==> src/rtl/thermal_pkg.sv <==
// thermal_pkg: shared types, default thresholds and the channel-tag width
// helper for the multi-channel thermal monitor.
package thermal_pkg;

  typedef enum logic [1:0] {
    NORMAL = 2'd0,
    ALARM  = 2'd1,
    TRIP   = 2'd2
  } ch_state_t;

  localparam int DEF_WIDTH         = 8;
  localparam int DEF_NCH           = 4;
  localparam int DEF_MIN_TEMP      = 100;
  localparam int DEF_ALARM_TEMP    = 200;
  localparam int DEF_SHUTDOWN_TEMP = 250;
  localparam int DEF_HYST          = 10;
  localparam int DEF_DEBOUNCE      = 3;

  // Channel tag width; a single channel still gets a 1-bit tag.
  function automatic int ch_width(input int n);
    return (n <= 2) ? 1 : $clog2(n);
  endfunction

endpackage

==> src/rtl/thermal_channel_fsm.sv <==
// thermal_channel_fsm: per-channel debounce counters, NORMAL/ALARM/TRIP
// state, last-sample register and (with THERMAL_PEAK_HOLD_EN) running peak.
//
// state  | meaning
// NORMAL | no condition, alarm low
// ALARM  | DEBOUNCE consecutive samples >= ALARM_TEMP seen; exits below ALARM_TEMP-HYST
// TRIP   | DEBOUNCE consecutive samples >= SHUTDOWN_TEMP seen; latched until cleared
//
// i_sample_data arrives already range-gated (below MIN_TEMP reads as 0), so
// threshold compares and the peak need no knowledge of MIN_TEMP.
module thermal_channel_fsm
  import thermal_pkg::*;
#(
  parameter int WIDTH         = DEF_WIDTH,
  parameter int ALARM_TEMP    = DEF_ALARM_TEMP,
  parameter int SHUTDOWN_TEMP = DEF_SHUTDOWN_TEMP,
  parameter int HYST          = DEF_HYST,
  parameter int DEBOUNCE      = DEF_DEBOUNCE
) (
  input  logic             clk,
  input  logic             rst,
  input  logic             i_sample_en,
  input  logic [WIDTH-1:0] i_sample_data,
  input  logic             i_clear,
`ifdef THERMAL_PEAK_HOLD_EN
  output logic [WIDTH-1:0] o_peak,
`endif
  output logic             o_alarm,
  output logic             o_trip_nxt
);

  localparam logic [WIDTH-1:0] ALM_L = WIDTH'(ALARM_TEMP);
  localparam logic [WIDTH-1:0] SHD_L = WIDTH'(SHUTDOWN_TEMP);
  localparam logic [WIDTH-1:0] LO_L  = WIDTH'(ALARM_TEMP - HYST);
  localparam logic [3:0]       DB_L  = 4'(DEBOUNCE);

  ch_state_t        r_state, w_state_nxt;
  logic [3:0]       r_acnt, r_tcnt, w_acnt_nxt, w_tcnt_nxt;
  logic [WIDTH-1:0] r_last, w_last_nxt;
  logic             r_alarm;
  logic             w_trip_hit;
  logic             w_release;

  // Next-state, counter and release decode; a trip-qualifying sample beats a
  // simultaneous clear, and release looks at the previously stored sample.
  always_comb begin
    w_state_nxt = r_state;
    w_acnt_nxt  = r_acnt;
    w_tcnt_nxt  = r_tcnt;
    w_last_nxt  = r_last;
    if (i_sample_en) begin
      w_last_nxt = i_sample_data;
      if (i_sample_data >= ALM_L) w_acnt_nxt = (r_acnt >= DB_L) ? DB_L : r_acnt + 4'd1;
      else                        w_acnt_nxt = '0;
      if (i_sample_data >= SHD_L) w_tcnt_nxt = (r_tcnt >= DB_L) ? DB_L : r_tcnt + 4'd1;
      else                        w_tcnt_nxt = '0;
      case (r_state)
        NORMAL: begin
          if (w_tcnt_nxt == DB_L)      w_state_nxt = TRIP;
          else if (w_acnt_nxt == DB_L) w_state_nxt = ALARM;
        end
        ALARM: begin
          if (w_tcnt_nxt == DB_L)       w_state_nxt = TRIP;
          else if (i_sample_data < LO_L) w_state_nxt = NORMAL;
        end
        default: w_state_nxt = TRIP;
      endcase
    end
    w_trip_hit = i_sample_en && (w_tcnt_nxt == DB_L);
    w_release  = (r_state == TRIP) && i_clear && (r_last < LO_L) && !w_trip_hit;
    if (w_release) begin
      w_state_nxt = NORMAL;
      w_acnt_nxt  = '0;
      w_tcnt_nxt  = '0;
    end
  end

  // State, counters, last sample and registered alarm flag.
  always_ff @(posedge clk or posedge rst) begin
    if (rst) begin
      r_state <= NORMAL;
      r_acnt  <= '0;
      r_tcnt  <= '0;
      r_last  <= '0;
      r_alarm <= 1'b0;
    end else begin
      r_state <= w_state_nxt;
      r_acnt  <= w_acnt_nxt;
      r_tcnt  <= w_tcnt_nxt;
      r_last  <= w_last_nxt;
      r_alarm <= (w_state_nxt == ALARM);
    end
  end

  assign o_alarm    = r_alarm;
  assign o_trip_nxt = (w_state_nxt == TRIP);

`ifdef THERMAL_PEAK_HOLD_EN
  logic [WIDTH-1:0] r_peak, w_peak_nxt;

  // Running maximum; gated zeros never raise it, release wipes it.
  always_comb begin
    w_peak_nxt = r_peak;
    if (i_sample_en && (i_sample_data > r_peak)) w_peak_nxt = i_sample_data;
    if (w_release) w_peak_nxt = '0;
  end

  // Peak register.
  always_ff @(posedge clk or posedge rst) begin
    if (rst) r_peak <= '0;
    else     r_peak <= w_peak_nxt;
  end

  assign o_peak = r_peak;
`endif

endmodule

==> src/rtl/thermal_monitor_mc.sv <==
// thermal_monitor_mc: multi-channel thermal monitor. Decodes tagged ADC
// samples, range-gates them, runs one thermal_channel_fsm per channel and
// registers the reported sample, alarm vector and global latched shutdown.
// Optional: THERMAL_PEAK_HOLD_EN adds peak_sel/peak_temp per-channel peak readout.
module thermal_monitor_mc
  import thermal_pkg::*;
#(
  parameter int WIDTH         = DEF_WIDTH,
  parameter int NCH           = DEF_NCH,
  parameter int MIN_TEMP      = DEF_MIN_TEMP,
  parameter int ALARM_TEMP    = DEF_ALARM_TEMP,
  parameter int SHUTDOWN_TEMP = DEF_SHUTDOWN_TEMP,
  parameter int HYST          = DEF_HYST,
  parameter int DEBOUNCE      = DEF_DEBOUNCE,
  localparam int CH_W         = ch_width(NCH)
) (
  input  logic             clk,
  input  logic             rst,
  input  logic             sample_valid,
  input  logic [CH_W-1:0]  sample_ch,
  input  logic [WIDTH-1:0] sample_data,
  input  logic             clear_shutdown,
`ifdef THERMAL_PEAK_HOLD_EN
  input  logic [CH_W-1:0]  peak_sel,
  output logic [WIDTH-1:0] peak_temp,
`endif
  output logic             out_valid,
  output logic [CH_W-1:0]  out_ch,
  output logic [WIDTH-1:0] out_temp,
  output logic [NCH-1:0]   alarm,
  output logic             shutdown
);

  if (!(MIN_TEMP < ALARM_TEMP && ALARM_TEMP < SHUTDOWN_TEMP)) begin : g_bad_order
    $error("thermal_monitor_mc: need MIN_TEMP < ALARM_TEMP < SHUTDOWN_TEMP");
  end
  if (HYST < 0 || HYST > ALARM_TEMP) begin : g_bad_hyst
    $error("thermal_monitor_mc: ALARM_TEMP-HYST underflows");
  end
  if (SHUTDOWN_TEMP >= (1 << WIDTH)) begin : g_bad_width
    $error("thermal_monitor_mc: thresholds do not fit WIDTH");
  end
  if (NCH < 1 || NCH > 16 || DEBOUNCE < 1 || DEBOUNCE > 15) begin : g_bad_range
    $error("thermal_monitor_mc: NCH or DEBOUNCE out of range");
  end

  localparam logic [CH_W:0]    NCH_L = (CH_W+1)'(NCH);
  localparam logic [WIDTH-1:0] MIN_L = WIDTH'(MIN_TEMP);

  logic             w_accept;
  logic [WIDTH-1:0] w_gated;
  logic [NCH-1:0]   w_ch_en;
  logic [NCH-1:0]   w_alarm;
  logic [NCH-1:0]   w_trip_nxt;
  logic             r_out_valid;
  logic [CH_W-1:0]  r_out_ch;
  logic [WIDTH-1:0] r_out_temp;
  logic             r_shutdown;

  // Tags past the last channel are dropped; the extra bit keeps the compare exact.
  assign w_accept = sample_valid && ({1'b0, sample_ch} < NCH_L);
  assign w_gated  = (sample_data >= MIN_L) ? sample_data : '0;

`ifdef THERMAL_PEAK_HOLD_EN
  logic [WIDTH-1:0] w_peak [NCH];
  logic [WIDTH-1:0] w_peak_mux;
  logic [WIDTH-1:0] r_peak_temp;
`endif

  for (genvar i = 0; i < NCH; i++) begin : g_ch
    assign w_ch_en[i] = w_accept && (sample_ch == CH_W'(i));
    thermal_channel_fsm #(
      .WIDTH        (WIDTH),
      .ALARM_TEMP   (ALARM_TEMP),
      .SHUTDOWN_TEMP(SHUTDOWN_TEMP),
      .HYST         (HYST),
      .DEBOUNCE     (DEBOUNCE)
    ) u_ch (
      .clk          (clk),
      .rst          (rst),
      .i_sample_en  (w_ch_en[i]),
      .i_sample_data(w_gated),
      .i_clear      (clear_shutdown),
`ifdef THERMAL_PEAK_HOLD_EN
      .o_peak       (w_peak[i]),
`endif
      .o_alarm      (w_alarm[i]),
      .o_trip_nxt   (w_trip_nxt[i])
    );
  end

  // Output stage; shutdown registers the channels' next TRIP so it lines up with out_valid.
  always_ff @(posedge clk or posedge rst) begin
    if (rst) begin
      r_out_valid <= 1'b0;
      r_out_ch    <= '0;
      r_out_temp  <= '0;
      r_shutdown  <= 1'b0;
    end else begin
      r_out_valid <= w_accept;
      if (w_accept) begin
        r_out_ch   <= sample_ch;
        r_out_temp <= w_gated;
      end
      r_shutdown <= |w_trip_nxt;
    end
  end

  assign out_valid = r_out_valid;
  assign out_ch    = r_out_ch;
  assign out_temp  = r_out_temp;
  assign alarm     = w_alarm;
  assign shutdown  = r_shutdown;

`ifdef THERMAL_PEAK_HOLD_EN
  // Select the requested channel's peak; unused tags read as 0.
  always_comb begin
    w_peak_mux = '0;
    for (int k = 0; k < NCH; k++) begin
      if (peak_sel == CH_W'(k)) w_peak_mux = w_peak[k];
    end
  end

  // Registered peak readout.
  always_ff @(posedge clk or posedge rst) begin
    if (rst) r_peak_temp <= '0;
    else     r_peak_temp <= w_peak_mux;
  end

  assign peak_temp = r_peak_temp;
`endif

endmodule

==> config.mk <==
export PLATFORM = sky130hd
export DESIGN_NAME = thermal_monitor_mc
export DESIGN_NICKNAME = d
export VERILOG_FILES = /design/src/rtl/thermal_pkg.sv /design/src/rtl/thermal_channel_fsm.sv /design/src/rtl/thermal_monitor_mc.sv
export SDC_FILE = /design/constraint.sdc
export NUM_CORES = 1
export LEC_CHECK = 0
export ABC_AREA = 1
export CAP_MARGIN = 20
export CORE_MARGIN = 2
export CORE_UTILIZATION = 59
export CTS_CLUSTER_SIZE = 20
export DETAILED_ROUTE_END_ITERATION = 8
export PLACE_DENSITY = 0.8
export SLEW_MARGIN = 20
export SYNTH_ARGS = -nofsm -noshare
export SYNTH_HDL_FRONTEND = slang
export SYNTH_HIERARCHICAL = 1
export SYNTH_SLANG_ARGS = --single-unit
==> constraint.sdc <==
create_clock -name clk -period 2.1 [get_ports clk]
set_clock_uncertainty 0.05 [all_clocks]
set_input_delay 0.42 -clock clk [delete_from_list [all_inputs] [get_ports clk]]
set_output_delay 0.42 -clock clk [all_outputs]
set_load 0.005 [all_outputs]
# Word level (Yosys, flattened, before mapping)
# Index checks and enable logic that the tools add are counted.
# Widths: inputs -> output; s select.
[word_totals] out_inout_bits=16 elab_cells=182 ff_bits=88 inputBits=14
[op_classes] addsub=8 mux=69 order_cmp=16 eq_ne=31 n_reduce_logical=34
[ops] cell="$mux 4" count=40
[ops] cell="$eq 4x2->1 const B" count=12
[ops] cell="$mux 2" count=24
[ops] cell="$lt 8x8->1 const B" count=5
[ops] cell="$add 4x1->4 const B" count=8
[ops] cell="$ge 4x2->1 const B" count=8
[ops] cell="$eq 2x2->1 const B" count=10
[ops] cell="$logic_and 1x1->1" count=20
[ops] cell="$eq 2x1->1 const B" count=9
[ops] cell="$ge 8x8->1 const B" count=2
[ops] cell="$pmux 2 s2" count=4
[ops] cell="$logic_not 2->1" count=5
[ops] cell="$ge 8x7->1 const B" count=1
[ops] cell="$mux 8" count=1
[ops] cell="$reduce_bool 2->1" count=4
[ops] cell="$logic_not 1->1" count=4
[ops] cell="$reduce_or 4->1" count=1

# Longest topological paths before layout
# Gate-level depths: netlist of the first run.
[logic_depth] ltp_word=13 ltp_mapped=15 depth_no_buf=15

# Modules after synthesis
# The synthesis of the first run kept the hierarchy.
[modules_own_cells] module="thermal_channel_fsm" instances=4 area_each_um2=952.2 cells_each=127 seq_area_each_um2=450.4
[modules_own_cells] module="thermal_monitor_mc" instances=1 area_each_um2=576.8 cells_each=69 seq_area_each_um2=300.3

# Worst setup path before layout of the first run
# OpenSTA, ideal clock, no wires.
[synth_path] kind="input-to-reg" start="input port sample_data[4]" end="register r_shutdown (netlist: shutdown)" setup_ps=119 required_time_ps=1931 path_stages=15 path_slack_ps=-164 arrival_ps=2095 n_path_buf=0 cell_sequence="inv_1 nand2_1 nand2_4 a21boi_0 nand2_1 nor2_1 nand2_1 nand2_1 nand2_1 nand2_1 nand3_2 nand2_1 inv_1 nor2_1 nand2_1"
[synth_between] elab_chain_len=13 elab_cells_between_ends=82 classes_between="order compare (4); eq/ne (16); mux (49); reduce/logical (13)"
[synth_lines] element="from (decl)" line="thermal_monitor_mc.sv:21" rtl="input logic [WIDTH-1:0] sample_data,"
[synth_lines] element="$ge 8x7->1 (*)" line="thermal_monitor_mc.sv:62" rtl="assign w_gated = (sample_data >= MIN_L) ? sample_data : '0;"
[synth_lines] element="$mux 8 (*)" line="thermal_monitor_mc.sv:62"
[synth_lines] element="net w_gated[5]" line="thermal_monitor_mc.sv:51" rtl="logic [WIDTH-1:0] w_gated;"
[synth_lines] element="$ge 8x8->1 (on tied branches)" line="thermal_channel_fsm.sv:53, thermal_channel_fsm.sv:55"
[synth_lines] element="$mux 4 (on tied branches)" line="thermal_channel_fsm.sv:53, thermal_channel_fsm.sv:55"
[synth_lines] element="$mux 4" line="thermal_channel_fsm.sv:51" rtl="if (i_sample_en) begin"
[synth_lines] element="$eq 4x2->1 or $mux 4 (tied branches)" line="thermal_channel_fsm.sv:60, thermal_channel_fsm.sv:51"
[synth_lines] element="$mux 2 or $eq 4x2->1 (tied branches)" line="thermal_channel_fsm.sv:60, thermal_channel_fsm.sv:69"
[synth_lines] element="$mux 2 or $logic_and 1x1->1 (tied branches)" line="thermal_channel_fsm.sv:59, thermal_channel_fsm.sv:69"
[synth_lines] element="$pmux 2 s2 or $logic_not 1->1 (tied branches)" line="thermal_channel_fsm.sv:57, thermal_channel_fsm.sv:70"
[synth_lines] element="$mux 2 or $logic_and 1x1->1 (tied branches)" line="thermal_channel_fsm.sv:51, thermal_channel_fsm.sv:70"
[synth_lines] element="$mux 2 (*)" line="thermal_channel_fsm.sv:71" rtl="if (w_release) begin"
[synth_lines] element="$eq 2x2->1 (*)" line="thermal_channel_fsm.sv:96" rtl="assign o_trip_nxt = (w_state_nxt == TRIP);"
[synth_lines] element="net w_trip_nxt[3]" line="thermal_monitor_mc.sv:54" rtl="logic [NCH-1:0] w_trip_nxt;"
[synth_lines] element="$reduce_or 4->1 (*)" line="thermal_monitor_mc.sv:105" rtl="r_shutdown <= |w_trip_nxt;"
[synth_lines] element="to (signal assigned)" line="thermal_monitor_mc.sv:105"
[synth_lines] element="to (decl)" line="thermal_monitor_mc.sv:58" rtl="logic r_shutdown;"
# The timed path passes the listed nets; every way through them passes the cells marked *. The select of a mux whose other input is x is not followed.
# A chain may end at the register's enable or synchronous reset.

# Worst setup path after layout of the first run
[layout_path] start="input port sample_data[6]" end="register r_shutdown (netlist: shutdown)"
# The elaborated chain is that of the path after synthesis.

==> results of run 1 <==
[layer usage]
layer	vias up	track usage, %	part of all wire, %
met4	0	13.3	3.1
li1	1959	-	-
met2	172	46.2	49
met3	40	5.53	6.1
met5	-	0	0
met1	1957	35.1	42
[state kept, by name (all words and copies together) (netlist names)]
signal	cells
g_ch.u_ch/o_alarm	4
g_ch.u_ch/r_acnt	16
g_ch.u_ch/r_last	28
g_ch.u_ch/r_state	8
g_ch.u_ch/r_tcnt	16
out_ch	2
out_temp	8
out_valid	1
shutdown	1
[critical path, stage by stage]
cell and delay [ps]:
dlygate4sd2_1 230, nand2_1 80, inv_2 100, nand2_8 90
a21boi_4 220, buf_6 170, nor2_1 50, nand2_1 50
nand2_1 90, nor2_2 140, nand2_1 60, nand2_1 80
nand3_2 90, nand2_1 80, inv_1 40, nor2_2 110
nand2_1 60
[report_power, final]
part           total [uW]  switching, uW  leakage (uW)  internal, uW
clock network        1110            559     0.0000866           550
logic                 823            452       0.00190           370
registers            1870           86.5       0.00111          1790
total                3800           1100       0.00309          2710
[timing repair]
| action | in CTS | in global routing |
|---|---|---|
| setup endpoints to repair | 1 | 18 |
| pin swaps | 6 | 10 |
| gates resized for setup | 24 | 26 |
| cloned | 3 | 1 |
| buffers inserted | 8 | 5 |
[placed cells by master (no fill, tap or decap), drive strengths merged]
master and count:
clkinvlp 3, nand2 198, nor2 78, nand3 43, inv 98, dfrtp 84
o21ai 21, nand3b 4, nor3 1, clkdlybuf4s50 23, dlygate4sd2 4, ha 8
clkbuf 12, a21oi 5, nand4 8, and3 4, clkinv 4, buf 74
a21boi 5, bufinv 1, a31oi 4, dlymetal6s2s 2
[stage by stage]
stage / worst slack, ps / instances / hold slack (ps)
2_1_floorplan: 21.6 / 576 / 235
3_3_place_gp: -323 / 750 / 404
3_5_place_dp: -414 / 750 / 414
4_1_cts: 5.70 / 777 / 417
5_1_grt: 0.409 / 783 / 352
6_report: 123 / 783 / 355
[final timing paths]
path,start,endpoint
worst max-delay path,sample_data[6],shutdown
worst max register to register,g_ch[0].u_ch/r_acnt[0],g_ch[0].u_ch/o_alarm
worst min register to register,g_ch[1].u_ch/r_last[4],g_ch[1].u_ch/r_last[4]
max in group asynchronous,rst,g_ch[0].u_ch/r_last[1]
min in group asynchronous,rst,g_ch[0].u_ch/r_state[0]
worst min-delay path,sample_data[4],out_temp[4]
[layout make-up]
cell class              count  area, um^2
flip-flops and latches     84        2100
multi-input cells         379        1930
fillers                   507        1620
repair buffers            103         870
inverters                 102         388
clock buffers              12         135
well taps                  99         124
clock inverters             4        50.0
==> flow_summary.yaml, run 1 <==
clock_tree:
  clk_latency_ps: 350
  cts_root_buf: "clkbuf_8"
  clkTransAtPathRegs_ps: 80
  clock-sinks: 84
  clock_path_buffers: 2
  hold_buffers: 0
  cts_inserted_buffers: 9
  cts_tree: "built"
  h-tree-depth: 3
setup_path:
  reg2regPathDepth: 10
  worstPathRequired_ps: 2290
  critPathLaunchType: "input port"
  cp.arrival_ps: 2170
  critical_path.endpoint_type: "register"
  path_max_fanout: 7
  r2r_setup_slack_ps: 450
  criticalPathCategory: "input port to register"
routing:
  route.detailed.drc: 0
  vias: 4128
  drtIter0Drc: 294
  vias_per_cell: 5.27
  postRouteAntennaNets: 0
  wl_mm: 11.1
  dr.pass1.iters: 5
  wl_per_cell_um: 14.2
global_routing:
  grt_pass1_wl_mm: 18.1
  grt.total_usage_pct: 27.8
  grt_pass1_vias: 4060
  grt_overflow_total: 0
  antenna_found_initial: 0
  grt_start_max_net_pins: 19
timing:
  hold_viol: 0
  grt_setup_unrepaired: "no"
  timing.final.crit_share_pct: 94.1
  min_period_ps: 1980
  maxSlewHeadroom_pct: 65.5
  finalSetupViolations: 0
  fin_tns_setup_ps: 0
  fmax_mhz: 506
  drv_slew: 0
  worstMarginPinSlew_ps: 517
floorplan:
  die_w_um: 90.1
  dieArea_mm2: 0.00813
  start_util_pct: 60.7
  fp.coreArea_mm2: 0.00721
  io_pins: 30
  die_y_um: 90.1
  rows: 31
finish:
  nets: 701
  final_core_util_pct: 77.6
  drive_gt1_share_pct: 21.6
  antenna-diode-count: 0
  area_growth_syn_to_layout_pct: 27.9
  final_cell_area_mm2: 0.00560
min_path:
  min_path_cells: 3
  hp-class: "input port to register"
synthesis:
  synthesis.instances: 576
  synth_area_mm2: 0.00438
  syn_nets: 598
  ys_warn_count: 6
  avgSynthCellArea_um2: 7.60
pwr:
  total_power_uw: 3800
  static-leakage-power_uw: 0.00309
  powerDensity_mw_per_mm2: 680
  vdd_drop_max_v: 0.000552
place:
  dpl_cell_area_mm2: 0.00516
  place_hpwl_mm: 7.16
  port_buffers: 29
  gp_congestion: 0.907
run_status:
  outcome: "complete, no violations"
job:
  maxCapViolations: 0
Note: power is estimated with default switching activity, not from simulation.
==> run 2: changes to the inputs <==
--- a/config.mk
+++ b/config.mk
@@ -8,10 +8,10 @@
 export ABC_AREA = 1
 export CAP_MARGIN = 20
 export CORE_MARGIN = 2
-export CORE_UTILIZATION = 59
+export CORE_UTILIZATION = 29
 export CTS_CLUSTER_SIZE = 20
 export DETAILED_ROUTE_END_ITERATION = 8
-export PLACE_DENSITY = 0.8
+export RECOVER_POWER = 50
 export SLEW_MARGIN = 20
 export SYNTH_ARGS = -nofsm -noshare
 export SYNTH_HDL_FRONTEND = slang
==> run 2 against run 1 <==
Sequential cell count did not move. First-iteration DRC count shrank 25%. Setup slack gained 120 ps. Critical path depth down 1. Final cell count rose by 12%. Power increased by 19%. Largest cell class unchanged.
==> flow_summary.yaml, run 2 (same netlist as run 1, synthesis figures left out) <==
place:
  place_hpwl_mm: 7.44
  dpl_cell_area_mm2: 0.00533
  gp_congestion: 0.806
  port_buffers: 29
routing:
  dr.pass1.iters: 4
  vias_per_cell: 4.30
  route.detailed.drc: 0
  wl_mm: 10.4
  vias: 3779
  drtIter0Drc: 221
  wl_per_cell_um: 11.8
  postRouteAntennaNets: 0
global_routing:
  antenna_found_initial: 0
  grt_overflow_total: 0
  grt.total_usage_pct: 13.5
  grt_start_max_net_pins: 19
  grt_pass1_wl_mm: 17.2
  grt_pass1_vias: 3590
clock_tree:
  clock_path_buffers: 2
  h-tree-depth: 3
  hold_buffers: 0
  cts_tree: "built"
  clk_latency_ps: 350
  cts_inserted_buffers: 9
  clock-sinks: 84
  cts_root_buf: "clkbuf_16"
  clkTransAtPathRegs_ps: 60
finish:
  reg.largest.list: "g_ch.u_ch/r_last: 28 flops, g_ch.u_ch/r_acnt: 16 flops, g_ch.u_ch/r_tcnt: 16 flops"
  largest_reg_flops: 28
  area_growth_syn_to_layout_pct: 35.9
  layout_commonest_cell: "nand2_1"
  nFillCells: 1493
  layout_common_cells: "nand2_1, inv_1, dfrtp_1"
  nets: 712
  drive_gt1_share_pct: 22.4
  antenna-diode-count: 0
  regMostFlops: "g_ch.u_ch/r_last"
  final_cell_area_mm2: 0.00595
timing:
  worstMarginPinSlew_ps: 1020
  min_period_ps: 1860
  holdWs_ps: 324
  fmax_mhz: 538
  hold_viol: 0
  maxSlewHeadroom_pct: 32.0
  finalSetupViolations: 0
  grt_setup_unrepaired: "no"
  drv_slew: 0
  timing.final.crit_share_pct: 88.5
job:
  maxCapViolations: 0
min_path:
  hp-class: "input port to register"
floorplan:
  start_util_pct: 29.9
  io_pins: 30
  dieArea_mm2: 0.0161
  rows: 44
  fp.coreArea_mm2: 0.0146
  die_w_um: 127
  die_y_um: 127
setup_path:
  critPathLaunchType: "input port"
  cp.arrival_ps: 2050
  r2r_setup_slack_ps: 490
  worstPathRequired_ps: 2290
  criticalPathCategory: "input port to register"
  critical_path.endpoint_type: "register"
  path_max_fanout: 6
pwr:
  vdd_drop_max_v: 0.000406
  powerDensity_mw_per_mm2: 761
  static-leakage-power_uw: 0.00324
run_status:
  outcome: "complete, no violations"
-- run 2: through the flow --
step / setup slack [ps] / power (uW) / std cells / util [%] / TNS (ps)
floorplan: 21.6 / 2280 / 576 / - / 0
global placement: -436 / 2630 / 842 / 36.4 / -7230
detailed placement: -457 / 2640 / 842 / 36.4 / -7960
CTS: 18.0 / 4560 / 866 / 39.4 / 0
global route: 102 / 4760 / 879 / 40.6 / 0
finish: 241 / 4530 / 879 / 40.6 / 0
-- run 2: final cells by class --
| type | count | area (um^2) | share of cell area (%) |
|---|---|---|---|
| inverter | 102 | 387 | 6.50 |
| sequential | 84 | 2100 | 35.3 |
| multi-input combinational | 379 | 1930 | 32.4 |
| clock buffer | 12 | 256 | 4.31 |
| timing repair buffer | 114 | 950 | 16.0 |
| clock inverter | 4 | 95.1 | 1.60 |
| tap | 184 | 230 | 3.87 |
-- run 2: worst paths after layout --
kind / startpoint / end / cells past startpoint
max: sample_data[7] / shutdown / 16
min: sample_data[4] / out_temp[4] / 3
max reg2reg: g_ch[0].u_ch/r_tcnt[0] / shutdown / 8
min reg2reg: g_ch[1].u_ch/r_last[5] / g_ch[1].u_ch/r_last[5] / 2
max in group asynchronous: rst / g_ch[2].u_ch/o_alarm / 3
min in group asynchronous: rst / g_ch[1].u_ch/r_last[4] / 2
-- run 2: routing by layer --
layer | part of all wire (%) | track usage (%) | vias to the layer above
met1 | 49 | 17.5 | 1762
met3 | 3.1 | 4.22 | 14
li1 | - | - | 1972
met4 | 1.4 | 4.27 | 0
met2 | 46 | 21.4 | 31
met5 | 0 | 0 | -
-- run 2: worst max-delay path, cell delays in order --
cell	delay [ps]
dlymetal6s2s_1	140
clkinvlp_4	200
buf_4	190
a21boi_4	170
clkbuf_4	200
nand2_1	60
nor2_1	90
nand2_1	60
nand2_1	50
nand2_1	40
nand2_1	60
nand3_2	80
nand2_1	90
inv_1	60
nor2_2	90
nand2_1	50
-- run 2: repair_timing --
action	4_1_cts	5_1_grt
pin swaps	4	15
setup endpoints to repair	1	19
cloned	2	2
buffers inserted	6	11
gates resized for setup	12	35
-- run 2: power by group --
part / leakage [uW] / total (uW) / switching [uW] / internal, uW
Sequential: 0.00111 / 1870 / 81.7 / 1790
Clock: 0.000173 / 1870 / 646 / 1230
Combinational: 0.00196 / 788 / 414 / 374
Total: 0.00324 / 4530 / 1140 / 3390
